--- src/rtl/vga_pattern_gen.sv ---
// VGA timing generator with four selectable test patterns.
// Counters describe the pixel being registered; every output lags them by one pix_en stage.
module vga_pattern_gen #(
    parameter int COLOR_W  = 4,
    parameter int H_ACTIVE = 640,
    parameter int H_FP     = 16,
    parameter int H_SYNC   = 96,
    parameter int H_BP     = 48,
    parameter int V_ACTIVE = 480,
    parameter int V_FP     = 10,
    parameter int V_SYNC   = 2,
    parameter int V_BP     = 33,
    parameter bit SYNC_POL = 1'b0
) (
    input  logic               clk,
    input  logic               btn_rst,
    input  logic               pix_en,
    input  logic [1:0]         mode,
    output logic               vga_h_sync,
    output logic               vga_v_sync,
    output logic [COLOR_W-1:0] vga_r,
    output logic [COLOR_W-1:0] vga_g,
    output logic [COLOR_W-1:0] vga_b,
    output logic               frame_start
);

    localparam int H_TOTAL = H_ACTIVE + H_FP + H_SYNC + H_BP;
    localparam int V_TOTAL = V_ACTIVE + V_FP + V_SYNC + V_BP;
    localparam int HW      = $clog2(H_TOTAL);
    localparam int VW      = $clog2(V_TOTAL);
    localparam int BAR_W   = H_ACTIVE / 8;

    localparam logic [HW-1:0] H_LAST       = HW'(H_TOTAL - 1);
    localparam logic [HW-1:0] H_ACT_END    = HW'(H_ACTIVE);
    localparam logic [HW-1:0] H_SYNC_BEG   = HW'(H_ACTIVE + H_FP);
    localparam logic [HW-1:0] H_SYNC_END   = HW'(H_ACTIVE + H_FP + H_SYNC);
    localparam logic [VW-1:0] V_LAST       = VW'(V_TOTAL - 1);
    localparam logic [VW-1:0] V_ACT_END    = VW'(V_ACTIVE);
    localparam logic [VW-1:0] V_SYNC_BEG   = VW'(V_ACTIVE + V_FP);
    localparam logic [VW-1:0] V_SYNC_END   = VW'(V_ACTIVE + V_FP + V_SYNC);

    typedef enum logic [1:0] {
        MODE_SOLID    = 2'd0,
        MODE_BARS     = 2'd1,
        MODE_CHECKER  = 2'd2,
        MODE_GRADIENT = 2'd3
    } mode_e;

    logic [HW-1:0]      h_cnt_q, h_cnt_d;
    logic [VW-1:0]      v_cnt_q, v_cnt_d;
    logic [7:0]         frame_cnt_q, frame_cnt_d;
    mode_e              mode_q, mode_d;
    logic [COLOR_W-1:0] r_q, r_d, g_q, g_d, b_q, b_d;
    logic               hs_q, hs_d, vs_q, vs_d;
    logic               fs_q, fs_d;

    logic               h_wrap, v_wrap, frame_end, active;
    logic [2:0]         bar_idx;
    logic [HW-1:0]      grad_sum;
    logic [COLOR_W-1:0] pat_r, pat_g, pat_b;

    assign h_wrap    = (h_cnt_q == H_LAST);
    assign v_wrap    = (v_cnt_q == V_LAST);
    assign frame_end = h_wrap && v_wrap;
    assign active    = (h_cnt_q < H_ACT_END) && (v_cnt_q < V_ACT_END);
    assign grad_sum  = h_cnt_q + HW'(frame_cnt_q);

    // Bar index by threshold compare; anything past the seventh boundary lands in bar 7.
    always_comb begin
        bar_idx = 3'd0;
        for (int k = 1; k < 8; k++) begin
            if (h_cnt_q >= HW'(k * BAR_W)) bar_idx = 3'(k);
        end
    end

    // NOTE: every always_comb output gets a default first so no path leaves it unassigned (no latch).
    always_comb begin
        pat_r = '0;
        pat_g = '0;
        pat_b = '0;
        if (active) begin
            case (mode_q)
                MODE_SOLID: begin
                    pat_r = '1;
                    pat_g = '1;
                    pat_b = '1;
                end
                MODE_BARS: begin
                    pat_r = {COLOR_W{~bar_idx[1]}};
                    pat_g = {COLOR_W{~bar_idx[2]}};
                    pat_b = {COLOR_W{~bar_idx[0]}};
                end
                MODE_CHECKER: begin
                    if (!(h_cnt_q[5] ^ v_cnt_q[5])) begin
                        pat_r = '1;
                        pat_g = '1;
                        pat_b = '1;
                    end
                end
                MODE_GRADIENT: begin
                    pat_r = grad_sum[COLOR_W+5:6];
                    pat_g = grad_sum[COLOR_W+5:6];
                    pat_b = grad_sum[COLOR_W+5:6];
                end
                default: ;
            endcase
        end
    end

    always_comb begin
        h_cnt_d     = h_cnt_q;
        v_cnt_d     = v_cnt_q;
        frame_cnt_d = frame_cnt_q;
        mode_d      = mode_q;
        r_d         = r_q;
        g_d         = g_q;
        b_d         = b_q;
        hs_d        = hs_q;
        vs_d        = vs_q;
        // A single-clock pulse, so it is not held across idle clocks like the other outputs.
        fs_d        = pix_en && (h_cnt_q == '0) && (v_cnt_q == '0);
        if (pix_en) begin
            h_cnt_d = h_wrap ? '0 : h_cnt_q + 1'b1;
            if (h_wrap) v_cnt_d = v_wrap ? '0 : v_cnt_q + 1'b1;
            if (frame_end) begin
                mode_d      = mode_e'(mode);
                frame_cnt_d = frame_cnt_q + 8'd1;
            end
            r_d  = pat_r;
            g_d  = pat_g;
            b_d  = pat_b;
            hs_d = ((h_cnt_q >= H_SYNC_BEG) && (h_cnt_q < H_SYNC_END)) ? SYNC_POL : ~SYNC_POL;
            vs_d = ((v_cnt_q >= V_SYNC_BEG) && (v_cnt_q < V_SYNC_END)) ? SYNC_POL : ~SYNC_POL;
        end
    end

    // NOTE: state registers use non-blocking assignments so all flops update from pre-edge values.
    always_ff @(posedge clk or negedge btn_rst) begin
        if (!btn_rst) begin
            h_cnt_q     <= '0;
            v_cnt_q     <= '0;
            frame_cnt_q <= '0;
            mode_q      <= MODE_SOLID;
            r_q         <= '0;
            g_q         <= '0;
            b_q         <= '0;
            hs_q        <= ~SYNC_POL;
            vs_q        <= ~SYNC_POL;
            fs_q        <= 1'b0;
        end else begin
            h_cnt_q     <= h_cnt_d;
            v_cnt_q     <= v_cnt_d;
            frame_cnt_q <= frame_cnt_d;
            mode_q      <= mode_d;
            r_q         <= r_d;
            g_q         <= g_d;
            b_q         <= b_d;
            hs_q        <= hs_d;
            vs_q        <= vs_d;
            fs_q        <= fs_d;
        end
    end

    assign vga_h_sync  = hs_q;
    assign vga_v_sync  = vs_q;
    assign vga_r       = r_q;
    assign vga_g       = g_q;
    assign vga_b       = b_q;
    assign frame_start = fs_q;

endmodule

--- config.mk ---
export PLATFORM = sky130hd
export DESIGN_NAME = vga_pattern_gen
export DESIGN_NICKNAME = d
export VERILOG_FILES = /design/src/rtl/vga_pattern_gen.sv
export SDC_FILE = /design/constraint.sdc
export NUM_CORES = 1
export LEC_CHECK = 0
export BUFFER_PORTS_ARGS = -buffer_cell sky130_fd_sc_hd__buf_2
export CORE_UTILIZATION = 50
export DETAILED_ROUTE_END_ITERATION = 10
export PLACE_DENSITY = 0.68
export RECOVER_POWER = 25
export REMOVE_ABC_BUFFERS = 1
export SLEW_MARGIN = 20
export SYNTH_ARGS = -nofsm -noshare
export SYNTH_HDL_FRONTEND = slang
export SYNTH_SLANG_ARGS = --single-unit
--- constraint.sdc ---
create_clock -name clk -period 2.9 [get_ports clk]
set_input_delay 0.58 -clock clk [delete_from_list [all_inputs] [get_ports clk]]
set_output_delay 0.58 -clock clk [all_outputs]
set_load 0.01 [all_outputs]
Word-level counts from Yosys, hierarchy flattened
Cells that the tools add are included.
{"block": "totals", "wordCells": 65, "reg_bits": 45, "in_bits": 5, "out_inout_bits": 15}
{"block": "op_classes", "reduce_logical": 11, "addsub": 4, "mux": 18, "n_lt_le_gt_ge": 13, "eq_ne": 5, "bitwise": 4}
{"cell": "$pmux 4 s4", "count": 3}
{"cell": "$ge 10x9->1 const B", "count": 4}
{"cell": "$add 10x1->10 const B", "count": 2}
{"cell": "$eq 10x10->1 const B", "count": 2}
{"cell": "$ge 10x10->1 const B", "count": 2}
{"cell": "$ge 10x8->1 const B", "count": 2}
{"cell": "$logic_not 10->1", "count": 2}
{"cell": "$lt 10x10->1 const B", "count": 2}
{"cell": "$lt 10x9->1 const B", "count": 2}
{"cell": "$mux 10", "count": 2}
{"cell": "$mux 4", "count": 4}
{"cell": "$mux 3", "count": 5}
{"cell": "$add 10x8->10", "count": 1}
{"cell": "$ge 10x7->1 const B", "count": 1}
{"cell": "$add 8x1->8 const B", "count": 1}
{"cell": "$logic_and 1x1->1", "count": 6}
{"cell": "$eq 2x2->1 const B", "count": 2}
{"cell": "$reduce_and 2->1", "count": 2}
{"cell": "$mux 1", "count": 3}
{"cell": "$not 1->1", "count": 3}
{"cell": "$eq 2x1->1 const B", "count": 1}
{"cell": "$logic_not 2->1", "count": 1}
{"cell": "$mux 2", "count": 1}
{"cell": "$xor 1x1->1", "count": 1}

Logic depth before layout (Yosys ltp)
Gate-level depths: netlist of the first run.
{"block": "depth", "depth_word": 11, "ltp_mapped": 8, "depth_no_buf": 7}

Worst setup path before layout of the first run
No wires, ideal clock.
{"block": "synth_timing", "path_kind": "flip-flop to flip-flop", "start": "register v_cnt_q[1]", "end": "register frame_cnt_q[1]", "slack_ns": 0.793, "arrival_ns": 1.980, "path_stages_with_launch": 8, "path_cell_list": "dfrtp_1 -> inv_1 -> ha_1 -> or4b_4 -> nor4_4 -> and2_1 -> buf_4 -> mux2_1"}
{"block": "synth_via", "elab_chain_len": 3}
{"item": "start: declaration", "line_no": "50", "source": "logic [VW-1:0] v_cnt_q, v_cnt_d;"}
{"item": "start signal: assignment", "line_no": "152", "source": "v_cnt_q <= v_cnt_d;"}
{"item": "$eq 10x10->1", "line_no": "63", "source": "assign v_wrap = (v_cnt_q == V_LAST);"}
{"item": "$logic_and 1x1->1", "line_no": "64", "source": "assign frame_end = h_wrap && v_wrap;"}
{"item": "$reduce_and 2->1 (no line)"}
{"item": "end signal: assignment", "line_no": "153", "source": "frame_cnt_q <= frame_cnt_d;"}
{"item": "end: declaration", "line_no": "51", "source": "logic [7:0] frame_cnt_q, frame_cnt_d;"}
Every way passes these cells.
A chain may end at the register's enable or synchronous reset.

Final worst setup path of the first run
{"block": "layout_timing", "start": "register h_cnt_q[5]", "end": "register v_cnt_q[9]"}
{"block": "layout_via", "elab_chain_len": 2}
{"item": "start: declaration", "line_no": "49", "source": "logic [HW-1:0] h_cnt_q, h_cnt_d;"}
{"item": "start signal: assignment", "line_no": "151", "source": "h_cnt_q <= h_cnt_d;"}
{"item": "$eq 10x10->1", "line_no": "62", "source": "assign h_wrap = (h_cnt_q == H_LAST);"}
{"item": "$reduce_and 2->1 (no line)"}
Every way passes these cells.

==> metrics.cfg, run 1 <==
[clock_tree]
numCtsBuffers = 5
cts_tree = yes
cts.sinks = 45
clock_latency_ns = 0.29
cts_hold_buf = 0
ctsResizeCount = 0
clk_pin_slew_worst_paths_ns = 0.08
ctsHtreeMaxLevel = 2
root_buffer = clkbuf_8
cts.path.max_buffers = 2
postCtsSetupBuffers = 0

[synthesis]
syn_inst = 279
synth_top_cell_by_area = dfrtp_1
syn-cell-area_um2 = 2650
seq_area_frac_synth_pct = 42.6
synth_area_per_cell_um2 = 9.50
ys_async_sr_fraction_pct = 100
synth-seq-cells = 45
synth.area.top_cells = dfrtp_1 (41%), ha_1 (5.7%), xnor2_1 (5.3%)
yosysTopAreaCellShare_pct = 40.6
synth_edf_count = 0
ys_warn_count = 0
synth_cell_types = 57
ys.flop_type = dfrtp_1

[cells_and_area]
antenna_cells = 0
fillers = 481
utilization_pct = 56.4
final_cell_mix = dfrtp_1 (43), nand2_1 (28), o21ai_0 (21)
finalInstanceArea_um2 = 2880
final_common_cell = dfrtp_1
area_growth_pct = 8.64
drive_gt1_share_pct = 13.6
finalNetCount = 312

[setup_path]
critPathMaxStageDelay_ns = 0.60
arrival_ns = 2.46
worstPathMaxFanout = 13
r2r-start = h_cnt_q[5]
worstPathCellList = or3b_2, nor4_4, buf_4, nand4_1, nor2_1, mux2i_1
worst-setup-path-type = register to register
cp-end-kind = register
ff2ff_path_depth = 6
rr_endpoint = v_cnt_q[9]
cpMaxStageDelayCell = or3b_2
regToRegSetupSlack_ns = 0.67
cp.required_ns = 3.12
critPathLaunchType = register

[placement]
hpwlAfterDp_um = 4060
io_buffers = 19
post_dp_cell_area_um2 = 2790
gp_congestion = 0.798

[hold_path]
hold_path.class = primary input to asynchronous set/reset pin

[routing]
num_vias = 2100
ant_nets = 0
wl_um = 5580
post-route-drc-count = 0
viasPerCell = 5.75
drt_iter0_drc = 134
wl_per_cell_um = 15.3
drtPass1Iterations = 4

[die]
die_x_um = 74.8
initial_core_util_pct = 51.9
dieArea_um2 = 5600
ios = 20
design.core.area_um2 = 5110
rows = 26
die_y_um = 74.8

[power_and_ir_drop]
p_leak_nw = 1.27
vdd_drop_max_mv = 0.344
p_per_area_nw_per_um2 = 606
total_power_mw = 1.74

[timing]
worst_pin_slew_ns = 1.10
setup_viol = 0
setup_tns_ns = 0
final.min_clock_period_ns = 2.23
rsz0062_at_grt = false
slew_violations = 0
fmax_mhz = 448
finalHoldViolations = 0
post-route-period-util_pct = 76.9
fin_skew_ns = 0.00458
slew_headroom_pct = 26.4

[status]
status = completed

[global_route]
overflow = 0
grt_usage_pct = 22.9
grt_pass1_wl_um = 9520
grt_antenna_before_repair = 0
grt_max_degree = 46
grt_pass1_vias = 2050

[job]
maxCapViolations = 0

==> registers in the layout, summed over array words and instances, names as in the netlist <==
name,flops
vga_h_sync,1
v_cnt_q,10
vga_g,4
vga_r,4
mode_q,2
vga_v_sync,1
frame_start,1
h_cnt_q,10
frame_cnt_q,8
vga_b,4
==> how the worst max path moves through the flow <==
stage | cells after the start | slack, ns | from | end
finish | 6 | 0.67 | h_cnt_q[5] | v_cnt_q[9]
global route | 6 | 0.47 | h_cnt_q[5] | v_cnt_q[9]
CTS | 6 | 0.65 | h_cnt_q[5] | v_cnt_q[9]
detailed placement | 7 | 0.54 | pix_en | v_cnt_q[9]
global placement | 7 | 0.59 | pix_en | v_cnt_q[9]
floorplan | 4 | 0.56 | h_cnt_q[8] | frame_cnt_q[1]
==> worst max-delay path, delay by kind of cell (launching register included) <==
kind	cells	cell delay, ns
buffers and inverters	1	0.23
flip-flops	1	0.55
multiplexers	1	0.18
AND/OR/NAND/NOR	4	1.19
==> logic make-up after synthesis <==
family	synth area share [%]
flip-flops	42.6
buffers and inverters	4.20
adder cells (fa/ha/maj)	5.67
multiplexers	1.98
XOR/XNOR	6.61
AND/OR/NAND/NOR	23.4
AO/OA/AOI/OAI	15.6
==> metal layers <==
metal / global-route usage (%) / routed length, um / part of all wire (%) / up-vias
met5: 0 / 0 / 0 / -
met4: 10.9 / 91 / 1.6 / 0
met3: 2.81 / 223 / 4.0 / 9
met2: 38.3 / 2670 / 48 / 53
met1: 29.5 / 2590 / 46 / 999
li1: - / - / - / 1039
==> power by group <==
| part | internal [mW] | switching [mW] |
|---|---|---|
| clock | 0.189 | 0.197 |
| combinational | 0.217 | 0.251 |
| sequential | 0.720 | 0.171 |
| total | 1.13 | 0.619 |
==> Yosys cell counts (2+ instances only) <==
library cell and count:
buf_2 2, o31ai_1 2, nor3_1 5, dfstp_2 2, o21a_1 4, nand3_1 13, nand2b_1 4, mux2_1 2
a31oi_1 2, ha_1 12, a211o_1 3, dfrtp_1 43, nand3b_1 3, a2111o_1 4, nor2b_1 3, nor2_1 16
a21boi_0 4, o21ai_0 21, nand4_1 10, o211ai_1 2, a21oi_1 12, mux2i_1 3, and3_1 4, or3_1 2
clkbuf_1 8, nand2_1 28, nor4_4 2, nor4_1 3, nor4b_1 2, xor2_1 4, xnor2_1 16, inv_1 13
==> per-stage QoR <==
| stage | setup WS [ns] | hold slack [ns] | std cells |
|---|---|---|---|
| CTS | 0.653 | 0.477 | 365 |
| global route | 0.474 | 0.505 | 365 |
| detailed placement | 0.539 | 0.478 | 358 |
| global placement | 0.585 | 0.474 | 358 |
| floorplan | 0.565 | 0.284 | 266 |
| finish | 0.668 | 0.482 | 365 |
==> area by class of cell <==
cell class              count  area (um^2)  area share, %
well taps                  70         87.6           3.04
flip-flops and latches     45         1130           39.2
clock buffers               7         86.3           3.00
multi-input cells         208         1410           49.0
repair buffers             22          118           4.09
inverters                  13         48.8           1.69
(Power assumes the default switching activity.)
==> run 2: changes to the inputs <==
- ABC_AREA: default -> 1
- clock period: 2.9 -> 2.1 ns (I/O delays scaled with it)
==> metrics.cfg, run 2 <==
[status]
status = completed

[die]
initial_core_util_pct = 52.9  ; +1.0 points
die_x_um = 76.2  ; +1.9%
ios = 20  ; unchanged
design.core.area_um2 = 5200  ; +1.9%
dieArea_um2 = 5810  ; +3.8%
rows = 26  ; unchanged
die_y_um = 76.2  ; +1.9%

[setup_path]
critPathLaunchType = register
cpMaxStageDelayCell = dfrtp_1
crit_top_cell = nand2_1
arrival_ns = 2.08  ; -0.38 ns
worst-setup-path-type = register to register
ff2ff_path_depth = 9  ; +3
critPathMaxStageDelay_ns = 0.45  ; -0.15 ns
worstPathMaxFanout = 6  ; -7
cp.required_ns = 2.28  ; -0.84 ns
regToRegSetupSlack_ns = 0.19  ; -0.47 ns
worstPathCellList = ha_1, nand2_1, nand2_1, o21ai_0, nand3_1, nand2_1, o21ai_0, o21ai_0, nand2_1
rr_endpoint = vga_r[1]
r2r-start = h_cnt_q[2]
critPathLaunch = h_cnt_q[2]
endpoint = vga_r[1]
cp-end-kind = register

[cells_and_area]
reg_top3 = h_cnt_q: 10 flops, v_cnt_q: 10 flops, frame_cnt_q: 8 flops
area_growth_pct = 10.7
final_cell_mix = nand2_1 (105), dfrtp_1 (42), inv_1 (36)
fillers = 489  ; +1.7%
final_common_cell = nand2_1
antenna_cells = 0  ; unchanged
finalNetCount = 409  ; +31%
drive_gt1_share_pct = 14.8  ; +1.2 points

[clock_tree]
cts.sinks = 45  ; unchanged
cts_tree = yes
numCtsBuffers = 5  ; unchanged
clock_latency_ns = 0.30  ; about the same
ctsHtreeMaxLevel = 2  ; unchanged
cts.path.max_buffers = 2  ; unchanged
clk_pin_slew_worst_paths_ns = 0.08  ; about the same
postCtsSetupBuffers = 0  ; unchanged
root_buffer = clkbuf_8

[global_route]
overflow = 0  ; unchanged
grt_pass1_vias = 2345  ; +14%
grt_max_degree = 19  ; -59%
grt_antenna_before_repair = 0  ; unchanged
grt_usage_pct = 24.8  ; +1.9 points
grt_pass1_wl_um = 11200  ; +18%

[timing]
fmax_mhz = 525  ; +17%
setup_viol = 0  ; unchanged
slew_violations = 0  ; unchanged
rsz0062_at_grt = false
hold-worst-slack_ns = 0.213  ; -0.269 ns
finalHoldViolations = 0  ; unchanged
setup_tns_ns = 0  ; unchanged
final.min_clock_period_ns = 1.91  ; -0.326 ns
fin_skew_ns = 0.00691  ; +0.00232 ns
slew_headroom_pct = 40.6  ; +14 points
post-route-period-util_pct = 90.8  ; +14 points
worst_pin_slew_ns = 0.890  ; -0.214 ns

[synthesis]
synthTopCellsByCount = nand2_1 (105), dfrtp_1 (43), inv_1 (36), nor2_1 (34), nand3_1 (26)
ys_warn_count = 0  ; unchanged
syn_inst = 363  ; +30%
synth.most_common_cell = nand2_1
yosysTopAreaCellShare_pct = 39.1  ; -1.5 points
seq_area_frac_synth_pct = 41.0  ; -1.6 points
synth_top_cell_by_area = dfrtp_1
synth-seq-cells = 45  ; unchanged
ys_async_sr_fraction_pct = 100  ; unchanged
synth.area.top_cells = dfrtp_1 (39%), nand2_1 (14%), ha_1 (5.5%)
synth_area_per_cell_um2 = 7.59  ; -20%
ys.flop_type = dfrtp_1
synth_edf_count = 0  ; unchanged
syn-cell-area_um2 = 2750  ; +3.9%
synth_cell_types = 33  ; -42%

[routing]
wl_per_cell_um = 13.7  ; -10%
wl_um = 6350  ; +14%
ant_nets = 0  ; unchanged
drt_iter0_drc = 186  ; +39%
viasPerCell = 5.16  ; -10%
num_vias = 2391  ; +14%
post-route-drc-count = 0  ; unchanged
drtPass1Iterations = 5  ; +1

[placement]
io_buffers = 19  ; unchanged
gp_congestion = 0.988  ; +24%
hpwlAfterDp_um = 4880  ; +20%

[job]
maxCapViolations = 0  ; unchanged

[power_and_ir_drop]
vdd_drop_max_mv = 0.286  ; -17%
p_per_area_nw_per_um2 = 640  ; +5.6%
p_leak_nw = 1.55  ; +22%

[hold_path]
hold_path.class = primary input to asynchronous set/reset pin

## run 2: cell count changes in the layout (fill, tap and decap cells not counted), moves of 5 or more
| cell | change |
|---|---|
| nor2_1 | +18 |
| nor2_2 | +5 |
| inv_1 | +23 |
| nand3_1 | +13 |
| inv_2 | +6 |
| nand2_1 | +77 |
| a21oi_1 | +6 |
| xnor2_1 | -9 |
| nand4_1 | -8 |
## run 2: cell type report
class,instances,area [um^2],share of cell area (%)
inverter,42,158,5.17
multi-input combinational,272,1450,47.5
tap,70,87.6,2.87
clock inverter,2,10.0,0.328
sequential,45,1130,37.1
clock buffer,6,72.6,2.38
timing repair buffer,26,143,4.68
## run 2: worst min path at each step
stage / start / endpoint / cells after the start
CTS: btn_rst / h_cnt_q[5] / 1
finish: btn_rst / frame_cnt_q[1] / 1
floorplan: btn_rst / frame_cnt_q[0] / 0
global route: btn_rst / frame_cnt_q[0] / 1
global placement: btn_rst / frame_cnt_q[0] / 1
detailed placement: btn_rst / frame_cnt_q[1] / 1
## run 2: critical path, delay by kind of cell, from the launching register on
kind            cells  cell delay, ns
simple gates        5            0.42
fa+ha+maj           1            0.35
flops               1            0.45
compound gates      3            0.58
## run 2: cells by family after synthesis
logic type               after synthesis  share of synthesized area, %
AO/OA/AOI/OAI                         47                          9.04
adder cells (fa/ha/maj)               12                          5.45
AND/OR/NAND/NOR                      200                          33.8
flip-flops                            45                          41.0
XOR/XNOR                              13                          4.13
buffers and inverters                 46                          6.59
## run 2: metal layers
| layer | track usage (%) | up-vias | wire length [um] |
|---|---|---|---|
| met5 | 0 | - | 0 |
| met3 | 3.71 | 9 | 265 |
| met4 | 7.50 | 0 | 107 |
| li1 | - | 1232 | - |
| met2 | 40.2 | 49 | 2890 |
| met1 | 34.2 | 1101 | 3090 |
## run 2: stage by stage
step	area [um^2]	worst slack [ns]	instances	total power [mW]	util (%)
CTS	3050	0.147	463	1.97	58.6
floorplan	2730	0.338	359	1.29	-
global route	3050	0.0130	463	2.08	58.6
finish	3050	0.194	463	1.95	58.6
global placement	2970	0.215	455	1.44	57.0
detailed placement	2970	0.158	455	1.44	57.0
## run 2: what timing repair did
item                       in CTS  in global routing
resized for setup               0                  3
hold buffers                    0                  0
setup endpoints to repair       0                  4
## run 2: power breakdown
part	switching (mW)	internal (mW)	leakage (nW)	total, mW
registers	0.0908	0.939	0.556	1.03
clock network	0.297	0.231	0.0450	0.528
logic	0.243	0.150	0.951	0.393
total	0.630	1.32	1.55	1.95
==> run 3: changes to the inputs <==
- clock period: 2.1 -> 1.8 ns (I/O delays scaled with it)
==> metrics.cfg, run 3 (synthesis gave the netlist of run 2 again) <==
[timing]
worst_pin_slew_ns = 1.08  ; +0.190 ns
fin_skew_ns = 0.00997  ; +0.00306 ns
slew_violations = 0  ; unchanged
post-route-period-util_pct = 98.8  ; +8.0 points
slew_headroom_pct = 28.0  ; -13 points
fmax_mhz = 563  ; +7.2%
setup_viol = 0  ; unchanged
hold-worst-slack_ns = 0.227  ; +0.0142 ns
finalHoldViolations = 0  ; unchanged
rsz0062_at_grt = true
final.min_clock_period_ns = 1.78  ; -0.128 ns

[cells_and_area]
finalNetCount = 432  ; +5.6%
antenna_cells = 0  ; unchanged
drive_gt1_share_pct = 27.6  ; +13 points
fillers = 465  ; -4.9%
final_common_cell = nand2_1
reg_top3 = h_cnt_q: 10 flops, v_cnt_q: 10 flops, frame_cnt_q: 8 flops
finalInstanceArea_um2 = 3420  ; +12%
final_cell_mix = nand2_1 (95), dfrtp_1 (42), inv_1 (33)
area_growth_pct = 24.1

[clock_tree]
clock_latency_ns = 0.31  ; about the same
cts_tree = yes
cts.path.max_buffers = 2  ; unchanged
ctsHtreeMaxLevel = 2  ; unchanged
root_buffer = clkbuf_8
clk_pin_slew_worst_paths_ns = 0.09  ; about the same
cts.sinks = 45  ; unchanged
numCtsBuffers = 5  ; unchanged

[setup_path]
path_delay_family = compound AO/OA/AOI/OAI gates
cpMaxStageDelayCell = dfrtp_2
arrival_ns = 2.03  ; -0.05 ns
critPathLaunchType = register
critPathMaxStageDelay_ns = 0.46  ; about the same
cp-end-kind = register
worst-setup-path-type = register to register
cp.required_ns = 2.06  ; -0.22 ns
critical_path_buf_inv_count = 0  ; unchanged
worstPathCellList = ha_4, nand3_1, nand2_1, nand3_1, nand3_1, nand2_1, o21ai_0, o21ai_0, nand2_1
worstPathMaxFanout = 4  ; -2

[routing]
viasPerCell = 5.24  ; +1.4%
drt_iter0_drc = 203  ; +9.1%
num_vias = 2546  ; +6.5%
post-route-drc-count = 0  ; unchanged
wl_per_cell_um = 14.3  ; +4.3%
ant_nets = 0  ; unchanged
drtPass1Iterations = 5  ; unchanged
wl_um = 6950  ; +9.5%

[die]
die_x_um = 76.2  ; unchanged
dieArea_um2 = 5810  ; unchanged
ios = 20  ; unchanged
initial_core_util_pct = 52.9  ; unchanged
design.core.area_um2 = 5200  ; unchanged
die_y_um = 76.2  ; unchanged
rows = 26  ; unchanged

[power_and_ir_drop]
total_power_mw = 2.50  ; +28%
vdd_drop_max_mv = 0.615  ; +110%
p_per_area_nw_per_um2 = 730  ; +14%
p_leak_nw = 1.67  ; +7.7%

[global_route]
grt_max_degree = 21  ; +2
grt_antenna_before_repair = 0  ; unchanged
overflow = 0  ; unchanged
grt_pass1_wl_um = 11100  ; -1.5%
grt_usage_pct = 24.3  ; -0.48 points
grt_pass1_vias = 2340  ; -0.21%

[placement]
gp_congestion = 0.930  ; -5.9%
io_buffers = 19  ; unchanged
post_dp_cell_area_um2 = 3110  ; +4.8%
hpwlAfterDp_um = 5040  ; +3.4%

[job]
maxCapViolations = 0  ; unchanged

[status]
status = completed

[hold_path]
hold_path.class = primary input to asynchronous set/reset pin

## run 3: final timing paths
path,from,end,slack [ns],cells after the start
min reg2reg,vga_r[3],vga_r[3],0.48,2
max,h_cnt_q[1],vga_r[0],0.02,9
min,btn_rst,mode_q[1],0.23,1
min in group clk,mode[0],mode_q[0],0.26,3
max reg2reg,h_cnt_q[1],vga_r[0],0.02,9
max in group asynchronous,btn_rst,h_cnt_q[1],0.61,2
## run 3: layout make-up
class,count,area [um^2],area share (%)
clock buffer,6,72.6,2.12
clock inverter,2,10.0,0.293
inverter,42,161,4.72
multi-input combinational,272,1640,47.9
sequential,45,1130,33.1
tap,70,87.6,2.56
timing repair buffer,49,320,9.37
## run 3: per-layer routing
layer	up-vias	global-route usage, %	part of all wire (%)
li1	1285	-	-
met2	66	37.9	48
met4	0	8.27	1.5
met3	9	3.83	3.5
met5	-	0	0
met1	1186	34.3	47
## run 3: report_power, final
part	leakage, nW	internal (mW)	switching [mW]	total (mW)
logic	1.07	0.290	0.394	0.684
clock network	0.0450	0.270	0.357	0.627
registers	0.557	1.10	0.0886	1.19
total	1.67	1.66	0.839	2.50
## run 3: repair_timing
action                     4_1_cts  5_1_grt
pin swaps                        0       13
gates resized for setup          1       48
setup buffers                    0        4
setup endpoints to repair        2       19
hold buffers                     0        0
gates cloned                     0        0
## run 3: through the flow
step	instances	setup WS, ns	utilization, %	TNS [ns]
floorplan	359	0.0382	-	0
global placement	474	0.0315	59.7	0
detailed placement	474	0.0190	59.7	0
CTS	482	0.0333	61.4	0
global route	486	-0.0566	65.7	-0.312
finish	486	0.0222	65.7	0
